### src/rtl/idelay_train_pkg.sv
// Shared types and constants for the IDELAYE2 tap trainer.
//   state_e      : trainer FSM states
//   DefTapBits   : default tap counter width
//   DefDataW     : default deserialized word width
//   win_len_bits : width needed to hold a window length of up to 2^tap_bits taps
package idelay_train_pkg;

    typedef enum logic [2:0] {
        StWaitRdy,
        StLoad,
        StSettle,
        StSample,
        StEval,
        StCenter,
        StDone,
        StFail
    } state_e;

    localparam int unsigned DefTapBits = 5;
    localparam int unsigned DefDataW   = 8;

    // A run can cover every tap, so the length needs one bit more than the tap index.
    function automatic int unsigned win_len_bits(int unsigned tap_bits);
        return tap_bits + 1;
    endfunction

endpackage

### src/rtl/tap_window_tracker.sv
// Tracks the current run of good taps and the best (widest, earliest on ties) run.
// Ports:
//   clk, reset_n   : clock, async active-low reset
//   clear          : zero run and best trackers
//   eval           : apply the verdict for tap this cycle
//   good           : tap produced no errors
//   tap            : tap index being evaluated
//   best_start     : first tap of best window (registered)
//   best_len       : length of best window (registered)
//   center_next    : centre of the best window including this cycle's update
//   window_ok_next : best window including this cycle's update meets MIN_WINDOW
module tap_window_tracker
    import idelay_train_pkg::*;
#(
    parameter int unsigned TAP_BITS   = DefTapBits,
    parameter int unsigned MIN_WINDOW = 4
) (
    input  logic                clk,
    input  logic                reset_n,
    input  logic                clear,
    input  logic                eval,
    input  logic                good,
    input  logic [TAP_BITS-1:0] tap,
    output logic [TAP_BITS-1:0] best_start,
    output logic [TAP_BITS:0]   best_len,
    output logic [TAP_BITS-1:0] center_next,
    output logic                window_ok_next
);

    localparam int unsigned LenW = win_len_bits(TAP_BITS);

    logic [TAP_BITS-1:0] run_start_q, run_start_d, best_start_q, best_start_d;
    logic [LenW-1:0]     run_len_q, run_len_d, best_len_q, best_len_d;

    always_comb begin
        run_start_d  = run_start_q;
        run_len_d    = run_len_q;
        best_start_d = best_start_q;
        best_len_d   = best_len_q;
        if (clear) begin
            run_start_d  = '0;
            run_len_d    = '0;
            best_start_d = '0;
            best_len_d   = '0;
        end else if (eval) begin
            if (good) begin
                if (run_len_q == '0) run_start_d = tap;
                run_len_d = run_len_q + 1'b1;
            end else begin
                run_len_d = '0;
            end
            // Strictly greater: an equal later run never displaces the earlier one.
            if (run_len_d > best_len_q) begin
                best_len_d   = run_len_d;
                best_start_d = run_start_d;
            end
        end
    end

    always_ff @(posedge clk or negedge reset_n) begin
        if (!reset_n) begin
            run_start_q  <= '0;
            run_len_q    <= '0;
            best_start_q <= '0;
            best_len_q   <= '0;
        end else begin
            run_start_q  <= run_start_d;
            run_len_q    <= run_len_d;
            best_start_q <= best_start_d;
            best_len_q   <= best_len_d;
        end
    end

    assign best_start     = best_start_q;
    assign best_len       = best_len_q;
    assign center_next    = best_start_d + TAP_BITS'(best_len_d >> 1);
    assign window_ok_next = (best_len_d >= LenW'(MIN_WINDOW));

endmodule

### src/rtl/idelay_tap_trainer.sv
// Per-lane IDELAYE2 tap trainer. Waits for IDELAYCTRL ready, sweeps every tap in VAR_LOAD
// mode against a fixed training word, then loads the centre of the widest clean window.
// Ports:
//   clk, reset_n : clock (rx_data domain), async active-low reset
//   ctrl_ready   : IDELAYCTRL RDY, asynchronous (2-flop synchronized here)
//   start        : retrain request, honoured only in DONE/FAIL
//   rx_data      : deserialized word, valid every cycle
//   tap_value    : IDELAYE2 CNTVALUEIN
//   tap_load     : IDELAYE2 LD, one-cycle pulse
//   busy         : sweep/centre in progress
//   done, fail   : training result levels
//   win_start    : first tap of best window
//   win_len      : length of best window
module idelay_tap_trainer
    import idelay_train_pkg::*;
#(
    parameter int unsigned       TAP_BITS      = DefTapBits,
    parameter int unsigned       DATA_W        = DefDataW,
    parameter logic [DATA_W-1:0] TRAIN_PATTERN = 8'h5C,
    parameter int unsigned       SETTLE_CYCLES = 4,
    parameter int unsigned       SAMPLE_CYCLES = 16,
    parameter int unsigned       MIN_WINDOW    = 4
) (
    input  logic                clk,
    input  logic                reset_n,
    input  logic                ctrl_ready,
    input  logic                start,
    input  logic [DATA_W-1:0]   rx_data,
    output logic [TAP_BITS-1:0] tap_value,
    output logic                tap_load,
    output logic                busy,
    output logic                done,
    output logic                fail,
    output logic [TAP_BITS-1:0] win_start,
    output logic [TAP_BITS:0]   win_len
);

    localparam int unsigned CntMax = (SETTLE_CYCLES > SAMPLE_CYCLES) ? SETTLE_CYCLES
                                                                     : SAMPLE_CYCLES;
    localparam int unsigned CntW   = $clog2(CntMax + 1);
    localparam logic [TAP_BITS-1:0] TapMax = '1;

    logic                rdy_meta, rdy_sync;
    state_e              state_q;
    logic [TAP_BITS-1:0] tap_q;
    logic [CntW-1:0]     cnt_q;
    logic                err_q;
    logic                ok_q;

    logic                trk_clear, trk_eval;
    logic [TAP_BITS-1:0] best_start, center_next;
    logic [TAP_BITS:0]   best_len;
    logic                window_ok_next;

    always_ff @(posedge clk or negedge reset_n) begin
        if (!reset_n) begin
            rdy_meta <= 1'b0;
            rdy_sync <= 1'b0;
        end else begin
            rdy_meta <= ctrl_ready;
            rdy_sync <= rdy_meta;
        end
    end

    assign trk_clear = (state_q == StWaitRdy) && rdy_sync;
    assign trk_eval  = (state_q == StEval);

    tap_window_tracker #(
        .TAP_BITS  (TAP_BITS),
        .MIN_WINDOW(MIN_WINDOW)
    ) u_tracker (
        .clk           (clk),
        .reset_n       (reset_n),
        .clear         (trk_clear),
        .eval          (trk_eval),
        .good          (!err_q),
        .tap           (tap_q),
        .best_start    (best_start),
        .best_len      (best_len),
        .center_next   (center_next),
        .window_ok_next(window_ok_next)
    );

    always_ff @(posedge clk or negedge reset_n) begin
        if (!reset_n) begin
            state_q   <= StWaitRdy;
            tap_q     <= '0;
            cnt_q     <= '0;
            err_q     <= 1'b0;
            ok_q      <= 1'b0;
            tap_value <= '0;
            tap_load  <= 1'b0;
            busy      <= 1'b0;
            done      <= 1'b0;
            fail      <= 1'b0;
            win_start <= '0;
            win_len   <= '0;
        end else if (!rdy_sync && (state_q != StWaitRdy)) begin
            // Controller lost calibration: abandon everything but keep the loaded tap.
            state_q  <= StWaitRdy;
            tap_load <= 1'b0;
            busy     <= 1'b0;
            done     <= 1'b0;
            fail     <= 1'b0;
        end else begin
            tap_load <= 1'b0;
            unique case (state_q)
                StWaitRdy: begin
                    if (rdy_sync) begin
                        tap_q     <= '0;
                        tap_value <= '0;
                        tap_load  <= 1'b1;
                        busy      <= 1'b1;
                        state_q   <= StLoad;
                    end
                end
                StLoad: begin
                    cnt_q   <= '0;
                    state_q <= StSettle;
                end
                StSettle: begin
                    if (cnt_q == CntW'(SETTLE_CYCLES - 1)) begin
                        cnt_q   <= '0;
                        err_q   <= 1'b0;
                        state_q <= StSample;
                    end else begin
                        cnt_q <= cnt_q + 1'b1;
                    end
                end
                StSample: begin
                    err_q <= err_q | (rx_data != TRAIN_PATTERN);
                    if (cnt_q == CntW'(SAMPLE_CYCLES - 1)) begin
                        state_q <= StEval;
                    end else begin
                        cnt_q <= cnt_q + 1'b1;
                    end
                end
                StEval: begin
                    tap_load <= 1'b1;
                    if (tap_q == TapMax) begin
                        // Tracker exposes its post-update best so the final load lands in CENTER.
                        ok_q      <= window_ok_next;
                        tap_value <= window_ok_next ? center_next : '0;
                        state_q   <= StCenter;
                    end else begin
                        tap_q     <= tap_q + 1'b1;
                        tap_value <= tap_q + 1'b1;
                        state_q   <= StLoad;
                    end
                end
                StCenter: begin
                    win_start <= best_start;
                    win_len   <= best_len;
                    busy      <= 1'b0;
                    done      <= ok_q;
                    fail      <= !ok_q;
                    state_q   <= ok_q ? StDone : StFail;
                end
                StDone, StFail: begin
                    if (start) begin
                        done    <= 1'b0;
                        fail    <= 1'b0;
                        state_q <= StWaitRdy;
                    end
                end
                default: state_q <= StWaitRdy;
            endcase
        end
    end

endmodule

### config.mk
export PLATFORM = sky130hd
export DESIGN_NAME = idelay_tap_trainer
export DESIGN_NICKNAME = d
export VERILOG_FILES = /design/src/rtl/idelay_train_pkg.sv /design/src/rtl/tap_window_tracker.sv /design/src/rtl/idelay_tap_trainer.sv
export SDC_FILE = /design/constraint.sdc
export NUM_CORES = 1
export LEC_CHECK = 0
export ABC_AREA = 1
export CELL_PAD_IN_SITES_DETAIL_PLACEMENT = 1
export CELL_PAD_IN_SITES_GLOBAL_PLACEMENT = 1
export CORE_MARGIN = 5
export CORE_UTILIZATION = 39
export DETAILED_ROUTE_END_ITERATION = 10
export PLACE_DENSITY = 0.86
export SLEW_MARGIN = 25
export SYNTH_ARGS = -nofsm -noshare
export SYNTH_HDL_FRONTEND = slang
export SYNTH_HIERARCHICAL = 1
export SYNTH_SLANG_ARGS = --single-unit
export TNS_END_PERCENT = 50
### constraint.sdc
create_clock -name clk -period 3.6 [get_ports clk]
set_input_delay 0.72 -clock clk [delete_from_list [all_inputs] [get_ports clk]]
set_output_delay 0.72 -clock clk [all_outputs]
set_load 0.1 [all_outputs]
==> results of run 1 <==
[path summary, 6_finish.rpt]
path                                                            to  slack [ns]
worst min register to register                  rdy_sync$_DFF_PN0_        0.36
max in group asynchronous       u_tracker/run_len_q[2]$_DFFE_PN0P_        2.58
min in group asynchronous                   win_len[3]$_DFFE_PN0P_        0.38
worst max-delay path                      tap_value[4]$_DFFE_PN0P_       -0.08
worst max register to register            tap_value[4]$_DFFE_PN0P_       -0.08
worst min-delay path                            rdy_sync$_DFF_PN0_        0.36
[stage by stage]
step | cell area, µm² | utilization (%) | worst slack [ns] | TNS (ns)
2_1_floorplan | 3390 | - | 0.200 | 0
3_3_place_gp | 3820 | 44.5 | 0.140 | 0
3_5_place_dp | 3820 | 44.5 | -0.124 | -0.124
4_1_cts | 4060 | 47.2 | 0.00659 | 0
5_1_grt | 4230 | 49.3 | -0.309 | -0.644
6_report | 4230 | 49.3 | -0.0823 | -0.0823
[cells by family after synthesis]
family	synth area share [%]
AND/OR/NAND/NOR	28.8
adder cells (fa/ha/maj)	6.50
buffers and inverters	9.89
XOR/XNOR	1.29
flip-flops	43.6
AO/OA/AOI/OAI	9.93
[sequential cells by signal, indices dropped and copies added, names as in the netlist, 3 cells and up]
signal / flops
tap_q: 5
u_tracker/run_start_q: 5
u_tracker/best_start: 5
win_start: 5
cnt_q: 5
tap_value: 5
state_q: 3
u_tracker/best_len: 6
u_tracker/run_len_q: 6
win_len: 6
[final cells by class]
| cell class | count | area (µm²) |
|---|---|---|
| fill | 1069 | 4360 |
| multi-input combinational | 295 | 1730 |
| sequential | 59 | 1480 |
| timing repair buffer | 50 | 450 |
| inverter | 67 | 251 |
| clock buffer | 11 | 141 |
| tap | 108 | 135 |
| clock inverter | 5 | 52.6 |
[cell usage after synthesis, types with 3 or more instances]
| cell | number | share of area, % |
|---|---|---|
| buf_4 | 5 | 1.1 |
| inv_2 | 6 | 0.66 |
| o21ai_1 | 12 | 1.8 |
| a211oi_1 | 3 | 0.66 |
| nand2_2 | 8 | 1.5 |
| nor2_4 | 3 | 1.0 |
| nor2_2 | 5 | 0.92 |
| nand2_1 | 118 | 13 |
| ha_1 | 16 | 5.9 |
| nor2_1 | 27 | 3.0 |
| o22ai_1 | 10 | 1.8 |
| inv_1 | 60 | 6.6 |
| nand3_2 | 3 | 0.89 |
| xor2_1 | 3 | 0.78 |
| a21oi_1 | 11 | 1.6 |
| dfrtp_1 | 59 | 44 |
| nand3_1 | 39 | 5.8 |
| o21ai_0 | 18 | 2.7 |
| buf_6 | 3 | 1.0 |
| nor3_1 | 5 | 0.74 |
[metal layers]
layer  vias to the layer above  routed length, µm  GRT usage (%)
li1                       1485                  -              -
met1                      1501               4380           23.8
met2                        51               4820           31.0
met3                        14                321           3.82
met4                         0                138           5.48
met5                         -                  0              0
[power breakdown]
group | switching, µW | internal (µW) | total (µW)
Sequential | 120 | 798 | 918
Clock | 278 | 335 | 613
Combinational | 1140 | 537 | 1680
[critical path, delay by kind of cell (launching register included)]
kind / cells / cell delay, ns
AOI/OAI and AO/OA: 6 / 0.80
and+or+nand+nor: 12 / 1.07
DFF: 1 / 0.42
adders and majority gates: 4 / 1.15
buffers and inverters: 3 / 0.19
[what timing repair did]
item                       CTS  global route
pin swaps                    3            16
gates cloned                 0             0
resized for setup            6            32
buffers inserted             3             6
hold endpoints to repair     0             0
setup endpoints to repair    1             4
==> flow_metrics.py, run 1 <==
metrics = {
    "sta": {
        "skew_ns": 0.00957,
        "finalHoldViolCount": 0,
        "worst_slew_pin_slew_ns": 0.992,
        "fmax_ghz": 0.272,
        "period_share_pct": 102,
        "setup_violations": 1,
        "slew_headroom_pct": 33.6,
        "layout_setup_ws_ns": -0.0823,
        "rsz0062_at_grt": "true",
        "fin_hold_ws_ns": 0.362,
        "fin_crit_ns": 3.68,
        "slew_viol_final": 0,
    },
    "synth": {
        "synthCells": 432,
        "yosysUniqueCellTypes": 35,
        "syn-num-nets": 461,
        "synth_area_per_cell_um2": 7.85,
        "seq_area_frac_synth_pct": 43.6,
        "yosys_warnings": 6,
        "synth_edf_count": 0,
        "synth_area_um2": 3390,
        "ys_async_sr_fraction_pct": 100,
        "ys_seq_elements": 59,
        "synthFlopType": "dfrtp_1",
    },
    "grt": {
        "grt_pass1_vias": 3144,
        "grt_overflow": 0,
        "grt_util_all_layers_pct": 18.3,
        "antenna_found_initial": 0,
        "grt_max_degree": 48,
        "grt_pass1_wl_um": 15100,
    },
    "cts": {
        "cts.sinks": 59,
        "cts.path.max_buffers": 2,
        "clk_pin_slew_worst_paths_ns": 0.07,
        "cts_tree": "done",
        "hold_buffers": 0,
        "cts-root-buf": "clkbuf_8",
        "clock_latency_ns": 0.35,
        "cts.htree.levels": 3,
        "numCtsBuffers": 9,
    },
    "placement": {
        "placedCellCount": 570,
        "dp_hpwl_um": 6760,
        "finalWeightedCongestion": 0.888,
        "io_buffer_count": 31,
    },
    "critical_path": {
        "worst-path-max-fanout": 4,
        "startpoint": "u_tracker/run_len_q[1]$_DFFE_PN0P_",
        "worstPathArrival_ns": 3.97,
        "slowest_stage": "dfrtp_1",
        "cp_slowest_stage_delay_ns": 0.42,
        "startpoint_type": "flop",
        "reg2reg_depth": 25,
        "crit_top_cell": "nand2_1",
        "r2r-start": "u_tracker/run_len_q[1]$_DFFE_PN0P_",
        "critical_path_class": "reg -> reg",
        "crit_required_ns": 3.89,
        "crit_path_end_kind": "flop",
    },
    "layout": {
        "instances_no_fill": 595,
        "nets": 511,
        "final_cell_mix": "111 x nand2_1, 58 x dfrtp_1, 55 x inv_1, 38 x nand3_1, 30 x clkdlybuf4s50_1",
        "drive_gt1_share_pct": 19.5,
        "layout_commonest_cell": "nand2_1",
        "synthToLayoutAreaGrowth_pct": 24.9,
        "diodes": 0,
    },
    "route": {
        "drt-total-wl_um": 9650,
        "via_per_inst": 5.13,
        "drcViolationCount": 0,
        "first_pass_iters": 4,
        "wl_per_cell_um": 16.2,
        "drtIter0Drc": 148,
        "ant_nets": 0,
        "via_count": 3051,
    },
    "power_and_ir_drop": {
        "peakVddDrop_v": 0.000271,
        "p_leak_uw": 0.00216,
        "power_density_nw_per_um2": 758,
        "total_power_uw": 3210,
    },
    "floorplanning": {
        "dieArea_um2": 10700,
        "initial_utilization_pct": 39.4,
        "core-area_um2": 8590,
        "fp.dieH_um": 103,
        "num_io_pins": 32,
        "std_cell_rows": 34,
        "die_w_um": 103,
    },
    "job": {
        "drv_cap": 0,
    },
    "hold_path": {
        "min_from": "rdy_meta$_DFF_PN0_",
        "hold_depth": 0,
        "worstHoldPathType": "reg -> reg",
    },
    "run_status": {
        "violations": "setup timing",
        "outcome": "complete, but fails checks",
    },
}
Power figures use the tool's default switching activity.
==> inputs of run 2 (changes only) <==
--- a/config.mk
+++ b/config.mk
@@ -6,12 +6,13 @@
 export NUM_CORES = 1
 export LEC_CHECK = 0
 export ABC_AREA = 1
+export CAP_MARGIN = 40
 export CELL_PAD_IN_SITES_DETAIL_PLACEMENT = 1
 export CELL_PAD_IN_SITES_GLOBAL_PLACEMENT = 1
 export CORE_MARGIN = 5
 export CORE_UTILIZATION = 39
 export DETAILED_ROUTE_END_ITERATION = 10
-export PLACE_DENSITY = 0.86
+export PLACE_DENSITY = 0.75
 export SLEW_MARGIN = 25
 export SYNTH_ARGS = -nofsm -noshare
 export SYNTH_HDL_FRONTEND = slang
==> run 2 against run 1 <==
  * Cell area up 9.5%
  * Count of clock-buffer cells in the layout up 1
  * Sequential cell count unchanged
  * Register-to-register slack worse by 0.09 ns
  * The flow still finishes with violations (setup timing)
  * Critical path type unchanged
  * Clock power up 28%
  * Fmax down 2.3%
  * Largest cell class unchanged
  * Final cell count up 3.7%
  * Clock skew up 0.0021 ns
  * First-iteration DRC count down 28%
  * Via count up 4.1%
  * Die area unchanged
  * Total power up 6.8%
  * Critical endpoint unchanged
==> flow_metrics.py, run 2 (synthesized netlist as in run 1, its figures left out) <==
metrics = {
    "route": {
        "drcViolationCount": 0,
        "ant_nets": 0,
        "first_pass_iters": 4,
        "via_count": 3176,
        "drtIter0Drc": 107,
        "via_per_inst": 5.15,
        "wl_per_cell_um": 16.8,
        "drt-total-wl_um": 10400,
    },
    "cts": {
        "clk_pin_slew_worst_paths_ns": 0.08,
        "cts_tree": "done",
        "hold_buffers": 0,
        "cts.htree.levels": 3,
        "clock_latency_ns": 0.34,
        "cts.path.max_buffers": 2,
        "cts-root-buf": "clkbuf_8",
        "cts.sinks": 59,
        "numCtsBuffers": 9,
    },
    "floorplanning": {
        "initial_utilization_pct": 39.4,
        "die_w_um": 103,
        "std_cell_rows": 34,
        "dieArea_um2": 10700,
        "core-area_um2": 8590,
        "num_io_pins": 32,
        "fp.dieH_um": 103,
    },
    "power_and_ir_drop": {
        "power_frac_comb_pct": 49.8,
        "power.share.clock_pct": 22.9,
        "p_int_uw": 1900,
        "peakVddDrop_v": 0.000290,
        "total_power_uw": 3430,
        "p_leak_uw": 0.00236,
        "power_density_nw_per_um2": 739,
        "net-switching-power_uw": 1530,
        "switching_share_pct": 44.7,
        "power_frac_seq_pct": 27.3,
    },
    "critical_path": {
        "worst-path-max-fanout": 5,
        "r2r_slack_ns": -0.17,
        "startpoint_type": "flop",
        "crit_required_ns": 3.89,
        "critical_path_class": "reg -> reg",
        "crit_path_end_kind": "flop",
        "worstPathArrival_ns": 4.05,
    },
    "layout": {
        "nFillCells": 1038,
        "nets": 533,
        "multiInputGateArea_um2": 1740,
        "final_cell_mix": "112 x nand2_1, 58 x dfrtp_1, 56 x inv_1, 38 x nand3_1, 30 x clkdlybuf4s50_1",
        "drive_gt1_share_pct": 23.8,
        "layout_commonest_cell": "nand2_1",
        "diodes": 0,
        "synthToLayoutAreaGrowth_pct": 36.8,
        "instances_no_fill": 617,
        "regArea_um2": 1480,
    },
    "placement": {
        "placedCellCount": 590,
        "dp_hpwl_um": 7250,
        "place_ws_ns": -0.136,
        "io_buffer_count": 31,
        "finalWeightedCongestion": 0.821,
    },
    "sta": {
        "rsz0062_at_grt": "true",
        "worst_slew_pin_slew_ns": 0.654,
        "finalHoldViolCount": 0,
        "slew_viol_final": 0,
        "skew_ns": 0.0116,
        "fmax_ghz": 0.265,
        "setup_violations": 2,
        "fin_crit_ns": 3.77,
        "slew_headroom_pct": 56.0,
        "period_share_pct": 105,
        "layout_setup_ws_ns": -0.169,
    },
    "run_status": {
        "outcome": "complete, but fails checks",
        "violations": "setup timing",
    },
    "grt": {
        "grt_pass1_vias": 3290,
        "grt_pass1_wl_um": 16000,
        "grt_max_degree": 25,
        "antenna_found_initial": 0,
        "grt_util_all_layers_pct": 19.4,
        "grt_overflow": 0,
    },
    "job": {
        "drv_cap": 0,
    },
    "hold_path": {
        "worstHoldPathType": "in -> async",
    },
}
run 2: cell count changes in the layout (fill, tap and decap cells not counted), sizes merged:
cell	change
clkinvlp	-1
buf	+22
clkbuf	+1
clkinv	-2
bufinv	+2
run 2: final timing paths:
kind,from,to,depth (start not counted)
worst min register to register,rdy_meta$_DFF_PN0_,rdy_sync$_DFF_PN0_,0
worst min-delay path,reset_n,win_len[3]$_DFFE_PN0P_,1
max in group asynchronous,reset_n,win_len[4]$_DFFE_PN0P_,3
worst max register to register,u_tracker/run_len_q[1]$_DFFE_PN0P_,tap_value[4]$_DFFE_PN0P_,24
worst max-delay path,u_tracker/run_len_q[1]$_DFFE_PN0P_,tap_value[4]$_DFFE_PN0P_,24
min in group clk,rdy_meta$_DFF_PN0_,rdy_sync$_DFF_PN0_,0
run 2: repair_timing:
| action | 4_1_cts | 5_1_grt |
|---|---|---|
| gates resized for setup | 5 | 34 |
| pin swaps | 1 | 17 |
| setup endpoints to repair | 2 | 4 |
| buffers inserted | 2 | 9 |
run 2: power by group through the flow:
stage / sequential, µW / clock (µW) / combinational [µW]
after floorplan: 1090 / 0 / 854
after global placement: 937 / 0 / 1310
after detailed placement: 943 / 0 / 1450
after CTS: 929 / 800 / 1490
after global routing: 955 / 830 / 1840
final: 936 / 785 / 1710
run 2: per-stage QoR:
| stage | instance area (µm²) | TNS (ns) | utilization (%) | hold slack, ns |
|---|---|---|---|---|
| after floorplan | 3390 | 0 | - | 0.331 |
| after global placement | 3810 | 0 | 44.4 | 0.337 |
| after detailed placement | 4130 | -0.157 | 48.1 | 0.363 |
| after CTS | 4430 | -0.108 | 51.6 | 0.315 |
| after global routing | 4640 | -0.906 | 54.0 | 0.338 |
| final | 4640 | -0.227 | 54.0 | 0.316 |
run 2: worst max-delay path, cell delays in order, from the launching register on:
cell	delay (ns)
dfrtp_1	0.39
ha_2	0.23
nand2_4	0.07
o21ai_2	0.12
nand2_1	0.10
nor2_2	0.18
ha_1	0.28
nand2_2	0.13
nor2_4	0.04
nand2_1	0.07
nand2_2	0.09
nor2_4	0.19
buf_4	0.13
buf_4	0.11
nor2_4	0.04
a211oi_4	0.29
ha_4	0.27
a21o_1	0.19
a31oi_2	0.16
nand3_1	0.10
nand2_1	0.09
nand2_1	0.09
a21oi_2	0.20
o21ai_2	0.09
nand2_1	0.07
run 2: layer usage:
layer | part of all wire [%] | vias up | global-route usage, % | wire length [µm]
met5 | 0 | - | 0 | 0
met3 | 4.1 | 12 | 2.82 | 425
met1 | 42 | 1580 | 24.6 | 4330
met4 | 1.9 | 0 | 6.37 | 197
li1 | - | 1514 | - | -
met2 | 52 | 70 | 34.0 | 5420
run 2: final cells by class:
type,instances,share of cell area (%)
flip-flops and latches,59,31.9
well taps,108,2.91
inverters,67,5.42
clock buffers,12,3.56
clock inverters,4,2.05
repair buffers,72,16.7
multi-input cells,295,37.5
==> inputs of run 3 (changes only) <==
--- a/config.mk
+++ b/config.mk
@@ -6,7 +6,7 @@
 export NUM_CORES = 1
 export LEC_CHECK = 0
 export ABC_AREA = 1
-export CAP_MARGIN = 40
+export CAP_MARGIN = 25
 export CELL_PAD_IN_SITES_DETAIL_PLACEMENT = 1
 export CELL_PAD_IN_SITES_GLOBAL_PLACEMENT = 1
 export CORE_MARGIN = 5
==> run 3 against run 2 <==
  * The flow now finishes without violations
  * Wire length decreased by 8.6%
  * Via count down 6.3%
  * Non-clock buffer count is 25 lower
  * Critical endpoint is now tap_value[3]$_DFFE_PN0P_
==> flow_metrics.py, run 3 (synthesized netlist as in run 1, its figures left out) <==
metrics = {
    "run_status": {
        "outcome": "finished, final reports clean",
    },
    "critical_path": {
        "worstPathArrival_ns": 3.69,
        "critical_path_class": "reg -> reg",
        "startpoint_type": "flop",
        "slowest_stage": "dfrtp_1",
        "crit_path_end_kind": "flop",
        "crit_required_ns": 3.83,
        "cp_slowest_stage_delay_ns": 0.41,
        "worst_path_dominant_cell_family": "simple AND/OR/NAND/NOR gates",
        "worst-path-max-fanout": 6,
        "crit_top_cell": "nand2_1",
        "cp.buffers_inverters": 7,
    },
    "floorplanning": {
        "core-area_um2": 8590,
        "dieArea_um2": 10700,
        "num_io_pins": 32,
        "std_cell_rows": 34,
        "die_w_um": 103,
        "fp.dieH_um": 103,
        "initial_utilization_pct": 39.4,
    },
    "power_and_ir_drop": {
        "switching_share_pct": 48.4,
        "power_frac_comb_pct": 52.2,
        "p_leak_uw": 0.00215,
        "power_density_nw_per_um2": 729,
        "power_frac_seq_pct": 30.2,
        "net-switching-power_uw": 1500,
        "peakVddDrop_v": 0.000191,
        "p_int_uw": 1600,
        "power.share.clock_pct": 17.6,
    },
    "layout": {
        "final_util_pct": 49.4,
        "nets": 508,
        "instances_no_fill": 592,
        "diodes": 0,
        "layout_commonest_cell": "nand2_1",
        "final_cell_mix": "108 x nand2_1, 57 x dfrtp_1, 52 x inv_1, 38 x nand3_1, 30 x clkdlybuf4s50_1",
        "nFillCells": 1059,
        "drive_gt1_share_pct": 20.7,
        "regArea_um2": 1480,
        "synthToLayoutAreaGrowth_pct": 25.2,
        "multiInputGateArea_um2": 1770,
    },
    "sta": {
        "finalHoldViolCount": 0,
        "fin_hold_ws_ns": 0.356,
        "slew_headroom_pct": 34.8,
        "layout_setup_ws_ns": 0.137,
        "slew_viol_final": 0,
        "setup_violations": 0,
        "fmax_ghz": 0.289,
        "skew_ns": 0.0109,
        "final.setup.tns_ns": 0,
        "worst_slew_pin_slew_ns": 0.975,
        "fin_crit_ns": 3.46,
        "period_share_pct": 96.2,
    },
    "route": {
        "drtIter0Drc": 46,
        "drcViolationCount": 0,
        "drt-total-wl_um": 9480,
        "ant_nets": 0,
        "first_pass_iters": 4,
        "wl_per_cell_um": 16.0,
        "via_per_inst": 5.03,
        "via_count": 2976,
    },
    "cts": {
        "cts-root-buf": "clkbuf_8",
        "cts.htree.levels": 3,
        "cts.path.max_buffers": 2,
        "cts.sinks": 59,
        "cts_tree": "done",
        "clock_latency_ns": 0.34,
        "numCtsBuffers": 9,
        "clk_pin_slew_worst_paths_ns": 0.07,
    },
    "hold_path": {
        "worstHoldPathType": "in -> async",
    },
    "placement": {
        "place_ws_ns": -0.0732,
        "io_buffer_count": 31,
        "placedCellCount": 569,
        "finalWeightedCongestion": 0.821,
        "dp_hpwl_um": 6880,
    },
    "grt": {
        "grt_util_all_layers_pct": 18.3,
        "grt_overflow": 0,
        "antenna_found_initial": 0,
        "grtUsageMet1_pct": 24.4,
        "grt-busiest-layer": "met2",
        "grt_pass1_wl_um": 14900,
        "grt_pass1_vias": 3019,
        "grt_util_met2_pct": 29.8,
        "grt_use_met3_pct": 4.09,
        "grt_max_degree": 41,
    },
    "job": {
        "drv_cap": 0,
    },
}
run 3: cell count changes in the layout (fill, tap and decap cells not counted), moves of 3 or more:
cell       change
nand2_1        -4
clkbuf_1       +3
buf_4          -4
inv_2          +3
inv_1          -4
bufinv_16      -3
buf_8         -20
run 3: power groups by stage:
| stage | clock, µW | sequential, µW | combinational, µW |
|---|---|---|---|
| finish | 545 | 934 | 1620 |
| global route | 602 | 955 | 1770 |
| CTS | 564 | 930 | 1370 |
| detailed placement | 0 | 943 | 1350 |
| global placement | 0 | 937 | 1310 |
| floorplan | 0 | 1090 | 854 |
run 3: cell type report:
| type | instances | area share [%] |
|---|---|---|
| multi-input combinational | 295 | 41.7 |
| sequential | 59 | 34.8 |
| timing repair buffer | 47 | 10.2 |
| inverter | 67 | 6.01 |
| clock buffer | 14 | 3.83 |
| tap | 108 | 3.18 |
| clock inverter | 2 | 0.236 |
run 3: path summary, 6_finish.rpt:
check                                           endpoint                          startpoint  cells after the start  slack (ns)
worst max-delay path            tap_value[3]$_DFFE_PN0P_  u_tracker/run_len_q[1]$_DFFE_PN0P_                     25        0.14
worst min-delay path              win_len[0]$_DFFE_PN0P_                             reset_n                      1        0.36
worst max register to register  tap_value[3]$_DFFE_PN0P_  u_tracker/run_len_q[1]$_DFFE_PN0P_                     25        0.14
worst min register to register        rdy_sync$_DFF_PN0_                  rdy_meta$_DFF_PN0_                      0        0.37
max in group asynchronous           tap_q[0]$_DFFE_PN0P_                             reset_n                      2        2.68
min in group clk                      rdy_sync$_DFF_PN0_                  rdy_meta$_DFF_PN0_                      0        0.37
run 3: per-layer routing:
layer	vias to the layer above	share of wire [%]	wire (µm)
li1	1467	-	-
met1	1451	45	4310
met2	48	49	4680
met3	10	4.0	377
met4	0	1.2	113
met5	-	0	0
run 3: metrics by stage:
stage	cell area (µm²)	total power, µW
2_1_floorplan	3390	1950
3_3_place_gp	3810	2250
3_5_place_dp	3810	2290
4_1_cts	4000	2860
5_1_grt	4250	3320
6_report	4250	3100
run 3: what timing repair did:
| item | in CTS | in global routing |
|---|---|---|
| hold buffers | 0 | 0 |
| pin swaps | 0 | 19 |
| gates resized for setup | 3 | 48 |
| setup endpoints to repair | 2 | 4 |
| setup buffers | 0 | 8 |
| gates cloned | 0 | 0 |
